$ cat config.mk
export PLATFORM = sky130hd
export DESIGN_NAME = rf_alu_pipe
export DESIGN_NICKNAME = d
export VERILOG_FILES = /design/src/rtl/rf_alu_pkg.sv /design/src/rtl/rf_alu_pipe_alu_core.sv /design/src/rtl/rf_alu_pipe.sv
export SDC_FILE = /design/constraint.sdc
export NUM_CORES = 2
export LEC_CHECK = 0
export CAP_MARGIN = 20
export CORE_ASPECT_RATIO = 0.5
export CORE_MARGIN = 2
export CORE_UTILIZATION = 27
export CTS_CLUSTER_DIAMETER = 40
export DETAILED_ROUTE_END_ITERATION = 8
export SETUP_SLACK_MARGIN = 0.3
export SLEW_MARGIN = 0
export SYNTH_ARGS = -nofsm -noshare
export SYNTH_HDL_FRONTEND = slang
export SYNTH_SLANG_ARGS = --single-unit
export TNS_END_PERCENT = 10
$ cat constraint.sdc
create_clock -name clock -period 4.8 [get_ports clock]
set_input_delay 0.48 -clock clock [delete_from_list [all_inputs] [get_ports clock]]
set_output_delay 0.48 -clock clock [all_outputs]
set_load 0.005 [all_outputs]
$ cat src/rtl/rf_alu_pkg.sv
// rf_alu_pkg: ALUOp/FuncCode encodings, ALU control enum and decoder.
package rf_alu_pkg;
  localparam logic [1:0] ALUOP_ADD = 2'b00;
  localparam logic [1:0] ALUOP_SUB = 2'b01;
  localparam logic [1:0] ALUOP_FUNCT = 2'b10;
  localparam logic [1:0] ALUOP_OR = 2'b11;
  localparam logic [5:0] FN_ADD = 6'd32;
  localparam logic [5:0] FN_SUB = 6'd34;
  localparam logic [5:0] FN_AND = 6'd36;
  localparam logic [5:0] FN_OR = 6'd37;
  localparam logic [5:0] FN_NOR = 6'd39;
  localparam logic [5:0] FN_SLT = 6'd42;
  localparam logic [5:0] FN_SLTU = 6'd43;
  typedef enum logic [2:0] {
    ALU_ADD, ALU_SUB, ALU_AND, ALU_OR, ALU_NOR, ALU_SLT, ALU_SLTU, ALU_BAD
  } alu_ctl_e;
  function automatic alu_ctl_e alu_decode(input logic [1:0] op, input logic [5:0] fn);
    if (op == ALUOP_ADD) return ALU_ADD;
    if (op == ALUOP_SUB) return ALU_SUB;
    if (op == ALUOP_OR) return ALU_OR;
    case (fn)
      FN_ADD: return ALU_ADD;
      FN_SUB: return ALU_SUB;
      FN_AND: return ALU_AND;
      FN_OR: return ALU_OR;
      FN_NOR: return ALU_NOR;
      FN_SLT: return ALU_SLT;
      FN_SLTU: return ALU_SLTU;
      default: return ALU_BAD;
    endcase
  endfunction
endpackage

$ cat src/rtl/rf_alu_pipe_alu_core.sv
// alu_core: combinational ALU with signed overflow and illegal-op flag.
module alu_core
  import rf_alu_pkg::*;
#(
  parameter int WIDTH = 32
) (
  input  logic [WIDTH-1:0] a,
  input  logic [WIDTH-1:0] b,
  input  alu_ctl_e         ctl,
  output logic [WIDTH-1:0] result,
  output logic             overflow,
  output logic             illegal
);
  logic [WIDTH-1:0] sum, dif;
  assign sum = a + b;
  assign dif = a - b;
  always_comb begin
    result = '0;
    overflow = 1'b0;
    illegal = 1'b0;
    case (ctl)
      ALU_ADD: begin
        result = sum;
        overflow = (a[WIDTH-1] == b[WIDTH-1]) && (sum[WIDTH-1] != a[WIDTH-1]);
      end
      ALU_SUB: begin
        result = dif;
        overflow = (a[WIDTH-1] != b[WIDTH-1]) && (dif[WIDTH-1] != a[WIDTH-1]);
      end
      ALU_AND: result = a & b;
      ALU_OR: result = a | b;
      ALU_NOR: result = ~(a | b);
      ALU_SLT: result = {{(WIDTH-1){1'b0}}, $signed(a) < $signed(b)};
      ALU_SLTU: result = {{(WIDTH-1){1'b0}}, a < b};
      default: illegal = 1'b1;
    endcase
  end
endmodule

$ cat src/rtl/rf_alu_pipe.sv
// rf_alu_pipe: two-stage register-file + ALU pipeline with forwarding,
// external load port and write-back.
module rf_alu_pipe
  import rf_alu_pkg::*;
#(
  parameter int WIDTH = 32,
  parameter int NREGS = 32,
  parameter int ADDR_W = $clog2(NREGS)
) (
  input  logic              clock,
  input  logic              reset_n,
  input  logic              InValid,
  input  logic [ADDR_W-1:0] Read1,
  input  logic [ADDR_W-1:0] Read2,
  input  logic [ADDR_W-1:0] DestReg,
  input  logic              WB,
  input  logic [1:0]        ALUOp,
  input  logic [5:0]        FuncCode,
  input  logic              RegWrite,
  input  logic [ADDR_W-1:0] WriteReg,
  input  logic [WIDTH-1:0]  WriteData,
  output logic [WIDTH-1:0]  ALUOut,
  output logic              Zero,
  output logic              Overflow,
  output logic              IllegalOp,
  output logic              OutValid
);
  logic [WIDTH-1:0] regs [NREGS];
  logic s1_v, s1_wb;
  logic [ADDR_W-1:0] s1_dest;
  alu_ctl_e s1_ctl;
  logic [WIDTH-1:0] s1_a, s1_b, res, op_a, op_b;
  logic ovf, ill, wb_en, ext_en;
  alu_core #(.WIDTH(WIDTH)) u_alu (
    .a(s1_a), .b(s1_b), .ctl(s1_ctl), .result(res), .overflow(ovf), .illegal(ill)
  );
  assign wb_en = s1_v && s1_wb && s1_dest != '0 && !ill;
  assign ext_en = RegWrite && WriteReg != '0;
  // Forward exactly what lands in the register file on this edge.
  assign op_a = (wb_en && s1_dest == Read1) ? res :
                (ext_en && WriteReg == Read1) ? WriteData : regs[Read1];
  assign op_b = (wb_en && s1_dest == Read2) ? res :
                (ext_en && WriteReg == Read2) ? WriteData : regs[Read2];
  // Write-back is issued last so it wins a same-register conflict.
  always_ff @(posedge clock or negedge reset_n)
    if (!reset_n) begin
      for (int i = 0; i < NREGS; i++) regs[i] <= '0;
    end else begin
      if (ext_en) regs[WriteReg] <= WriteData;
      if (wb_en) regs[s1_dest] <= res;
    end
  always_ff @(posedge clock or negedge reset_n)
    if (!reset_n) begin
      s1_v <= 1'b0;
      s1_wb <= 1'b0;
      s1_dest <= '0;
      s1_ctl <= ALU_ADD;
      s1_a <= '0;
      s1_b <= '0;
      OutValid <= 1'b0;
      ALUOut <= '0;
      Zero <= 1'b0;
      Overflow <= 1'b0;
      IllegalOp <= 1'b0;
    end else begin
      s1_v <= InValid;
      if (InValid) begin
        s1_wb <= WB;
        s1_dest <= DestReg;
        s1_ctl <= alu_decode(ALUOp, FuncCode);
        s1_a <= op_a;
        s1_b <= op_b;
      end
      OutValid <= s1_v;
      if (s1_v) begin
        ALUOut <= res;
        Zero <= res == '0;
        Overflow <= ovf;
        IllegalOp <= ill;
      end
    end
endmodule

==> results_tabular.tex <==
\begin{tabular}{lr}
\hline
Metric & Value \\
\hline
\multicolumn{2}{l}{\textbf{GRT}} \\
GRT Residual Overflow & 0 \\
Antenna violations before repair & 9 \\
Vias in the first global route & slightly below 60,000 \\
Global-route wire length before repair & between 400,000 and 500,000 µm \\
Global Route Usage Sum & 0.209 \\
Pin count of the biggest net entering global routing & 125 \\
\multicolumn{2}{l}{\textbf{Power}} \\
Power density relative to cell area & 599 nW/µm² \\
P\_leak & approximately 34 nW \\
Maximum resistive drop on vdd & between 0.0004 and 0.0005 V \\
Power, Total & 52.0 mW \\
\multicolumn{2}{l}{\textbf{Clock tree}} \\
Deepest clock path buffer count & 3 \\
Number of buffers created by CTS & 193 \\
Clock transition time at the flip-flop clock pins of the worst setup and hold paths & 0.06 ns \\
Clock root buffer & sky130\_fd\_sc\_hd\_\_clkbuf\_16 \\
Setup Fix Bufs, Post-CTS & 0 \\
Clock tree from TritonCTS & done \\
Clock latency at the later pin of the worst-skew pair & $\sim$0.85 ns \\
Level count of the clock H-tree & 4 \\
Number of sinks on the clock net & about 1,100 \\
\multicolumn{2}{l}{\textbf{Layout}} \\
Leading cell types in the layout, fill and taps excluded & sky130\_fd\_sc\_hd\_\_dfrtp\_1, sky130\_fd\_sc\_hd\_\_nand2\_1, sky130\_fd\_sc\_hd\_\_o21ai\_0 \\
Nets & around 7,000 \\
Fraction of layout cells with a size suffix above 1 & 0.215 \\
Post-Route Utilization & 0.322 \\
Commonest non-fill, non-tap cell in the layout & sky130\_fd\_sc\_hd\_\_dfrtp\_1 \\
Number of standard cells in the final layout excluding fillers & 10,672 \\
Summed area of non-filler cells in the final layout & 86,900 µm² \\
Relative area change from synthesis to final layout & 18.7\% \\
\multicolumn{2}{l}{\textbf{Timing}} \\
Final setup violation count & 0 \\
Pins over their slew limit & 0 \\
Headroom to the max-slew limit & 0.188 \\
Fin Setup TNS & 0 ns \\
Slew at the pin closest to its max-slew limit & 1.20 ns \\
RSZ-0062 raised after global routing & yes \\
Highest Clock Rate & 223 MHz \\
Worst-case hold slack & 0.275 ns \\
Final hold violation count & 0 \\
Shortest clock period the worst path allows after layout & 4.48 ns \\
Crit path setup slack, layout & 0.316 ns \\
Max Clock Skew & 0.0590 ns \\
Final worst path period share & 0.934 \\
\multicolumn{2}{l}{\textbf{Logic synthesis}} \\
Synth unique cells & slightly below 80 \\
Synthesized instance count & 7,054 \\
Cell area after synthesis & 73,300 µm² \\
Number of warnings printed during yosys synthesis & 0 \\
Proportion of synthesized flip-flops having asynchronous set or reset & 1.00 \\
Top flip-flop cell by instance count after synthesis & sky130\_fd\_sc\_hd\_\_dfrtp\_1 \\
Synthesis-stage register bit count & $\sim$1,100 \\
Mean area per synthesized cell & 10.4 µm² \\
Number of enable flip-flop cells after synthesis & 0 \\
Proportion of synthesized chip area in sequential cells & 0.387 \\
Net count of the mapped netlist & 7,223 \\
\multicolumn{2}{l}{\textbf{Drt}} \\
Aggregate routed wire length & 296,000 µm \\
Routed wire per std cell & 27.8 µm \\
Number of DRC markers after the initial detailed-route iteration & 8,888 \\
Detail Route Antenna Nets & 0 \\
Drt pass-1 iters & 6 \\
Vias & 61,279 \\
Routed vias/inst & $\sim$5.7 \\
Number of remaining DRC errors & 0 \\
\multicolumn{2}{l}{\textbf{Placed design}} \\
Count of port buffers added during placement & 100 \\
Pre-CTS setup slack & 0.203 ns \\
Number of cells in the design after placement & 10,294 \\
Placed instance area & roughly 80,000 µm² \\
Routability-driven placement congestion ratio & 0.926 \\
HPWL Detailed & 177,000 µm \\
\multicolumn{2}{l}{\textbf{Die}} \\
Row count & 135 \\
Height of the chip & 372 µm \\
Number of top-level pins & 101 \\
Area of the core region & 270,000 µm² \\
Initial core utilization & 0.271 \\
Horizontal die dimension & between 700 and 800 µm \\
Die outline area & 276,000 µm² \\
\multicolumn{2}{l}{\textbf{Flow run}} \\
Max-capacitance violation count & 0 \\
\multicolumn{2}{l}{\textbf{Critical path}} \\
Required time worst endpoint & 5.54 ns \\
Data arrival time of the critical path & roughly 5.2 ns \\
CP Launch Type & register \\
Largest fanout of any net on the critical path & 14 \\
Critical path class & reg2reg \\
Kind of end point of the critical path & register \\
\multicolumn{2}{l}{\textbf{Status}} \\
Status & completed \\
\multicolumn{2}{l}{\textbf{Worst hold path}} \\
Min-delay worst type & in2reg \\
\hline
\end{tabular}
worst paths after layout:
| path | from | end | slack, ns | depth (start not counted) |
|---|---|---|---|---|
| max | s1_b[6]$_DFFE_PN0P_ | Zero$_DFFE_PN0P_ | 0.32 | 13 |
| min | DestReg[1] | s1_dest[1]$_DFFE_PN0P_ | 0.27 | 2 |
| max reg2reg | s1_b[6]$_DFFE_PN0P_ | Zero$_DFFE_PN0P_ | 0.32 | 13 |
| min reg2reg | regs[1004]$_DFF_PN0_ | regs[1004]$_DFF_PN0_ | 0.39 | 0 |
| max in group asynchronous | reset_n | regs[323]$_DFF_PN0_ | 3.13 | 3 |
| min in group asynchronous | reset_n | regs[990]$_DFF_PN0_ | 0.33 | 2 |
worst max-delay path, cell delays in order (launching register included):
cell	delay, ns
sky130_fd_sc_hd__dfrtp_1	0.39
sky130_fd_sc_hd__inv_1	0.08
sky130_fd_sc_hd__ha_1	0.58
sky130_fd_sc_hd__nor2b_1	0.15
sky130_fd_sc_hd__o21a_1	0.20
sky130_fd_sc_hd__a31o_2	0.24
sky130_fd_sc_hd__o311ai_0	0.79
sky130_fd_sc_hd__nand2b_1	0.21
sky130_fd_sc_hd__a221oi_1	0.49
sky130_fd_sc_hd__a21oi_4	0.05
sky130_fd_sc_hd__nor4_1	0.43
sky130_fd_sc_hd__and4b_1	0.29
sky130_fd_sc_hd__nand4_1	0.19
sky130_fd_sc_hd__o32ai_2	0.30
where the power goes:
part / switching (mW) / leakage, nW / internal (mW)
Clock: 5.57 / 3.44 / 9.72
Sequential: 3.17 / 13.0 / 13.5
Combinational: 11.2 / 17.8 / 8.93
layout make-up:
type	instances	area [µm²]
Inverter	106	398
Tap cell	3630	4540
Fill cell	27015	183000
Antenna cell	11	27.5
Sequential cell	1134	28400
Clock inverter	130	1850
Multi-Input combinational cell	5018	42200
Timing Repair Buffer	409	4250
Clock buffer	234	5290
cell usage after synthesis, drive strengths merged (7+ instances only):
cell type | instances | share of area
o221a | 8 | 0.0012
a21oi | 455 | 0.031
xor2 | 12 | 0.0014
o311ai | 10 | 0.0012
a22o | 30 | 0.0036
a211oi | 172 | 0.018
nor2 | 434 | 0.022
a22oi | 15 | 0.0015
xnor2 | 13 | 0.0016
o211ai | 11 | 0.0011
or3 | 8 | 0.00068
mux4 | 640 | 0.20
nor4 | 13 | 0.0011
nand2b | 14 | 0.0012
a31oi | 15 | 0.0013
nor2b | 78 | 0.0067
o21bai | 7 | 0.00072
buf | 95 | 0.0050
o21ai | 905 | 0.062
nand3 | 18 | 0.0012
mux2i | 812 | 0.11
inv | 106 | 0.0054
a221oi | 13 | 0.0016
ha | 102 | 0.017
mux2 | 82 | 0.013
o31ai | 13 | 0.0013
nand4 | 15 | 0.0013
clkbuf | 701 | 0.036
a21o | 8 | 0.00082
nand2 | 956 | 0.049
and2 | 9 | 0.00080
o21a | 12 | 0.0012
a221o | 11 | 0.0015
dfrtp | 1134 | 0.39
or2 | 7 | 0.00060
nor3 | 26 | 0.0018
nand3b | 8 | 0.00082
kinds of logic (layout without fill, tap and decap cells):
family                   Yosys count  in the layout  share of synthesized area
AO/OA/AOI/OAI                   1746           1746                      0.135
AND/OR/NAND/NOR                 1609           1609                     0.0899
multiplexers                    1534           1534                      0.320
flip-flops                      1134           1134                      0.387
buffers and inverters            902            879                     0.0464
adder cells (fa/ha/maj)          104            104                     0.0180
XOR/XNOR                          25             25                    0.00299
other                              0             11                          0
registers in the layout, indices dropped and copies added (netlist names):
signal,flops
Zero,1
Overflow,1
s1_dest,5
OutValid,1
regs,1024
IllegalOp,1
s1_b,32
s1_wb,1
s1_v,1
s1_ctl,3
s1_a,32
ALUOut,32
layer usage:
layer,GRT usage,vias up,routed length [µm]
li1,-,25509,-
met1,0.277,30919,117000
met2,0.317,3995,129000
met3,0.0580,856,35100
met4,0.102,0,15500
met5,0,-,0
what timing repair did:
action                     4_1_cts  5_1_grt
hold buffers                     2        0
setup endpoints to repair        4      158
gates resized for setup          1        8
hold endpoints to repair        63        0
cloned                           0        0
No activity file was read; power rests on OpenSTA's default activity.
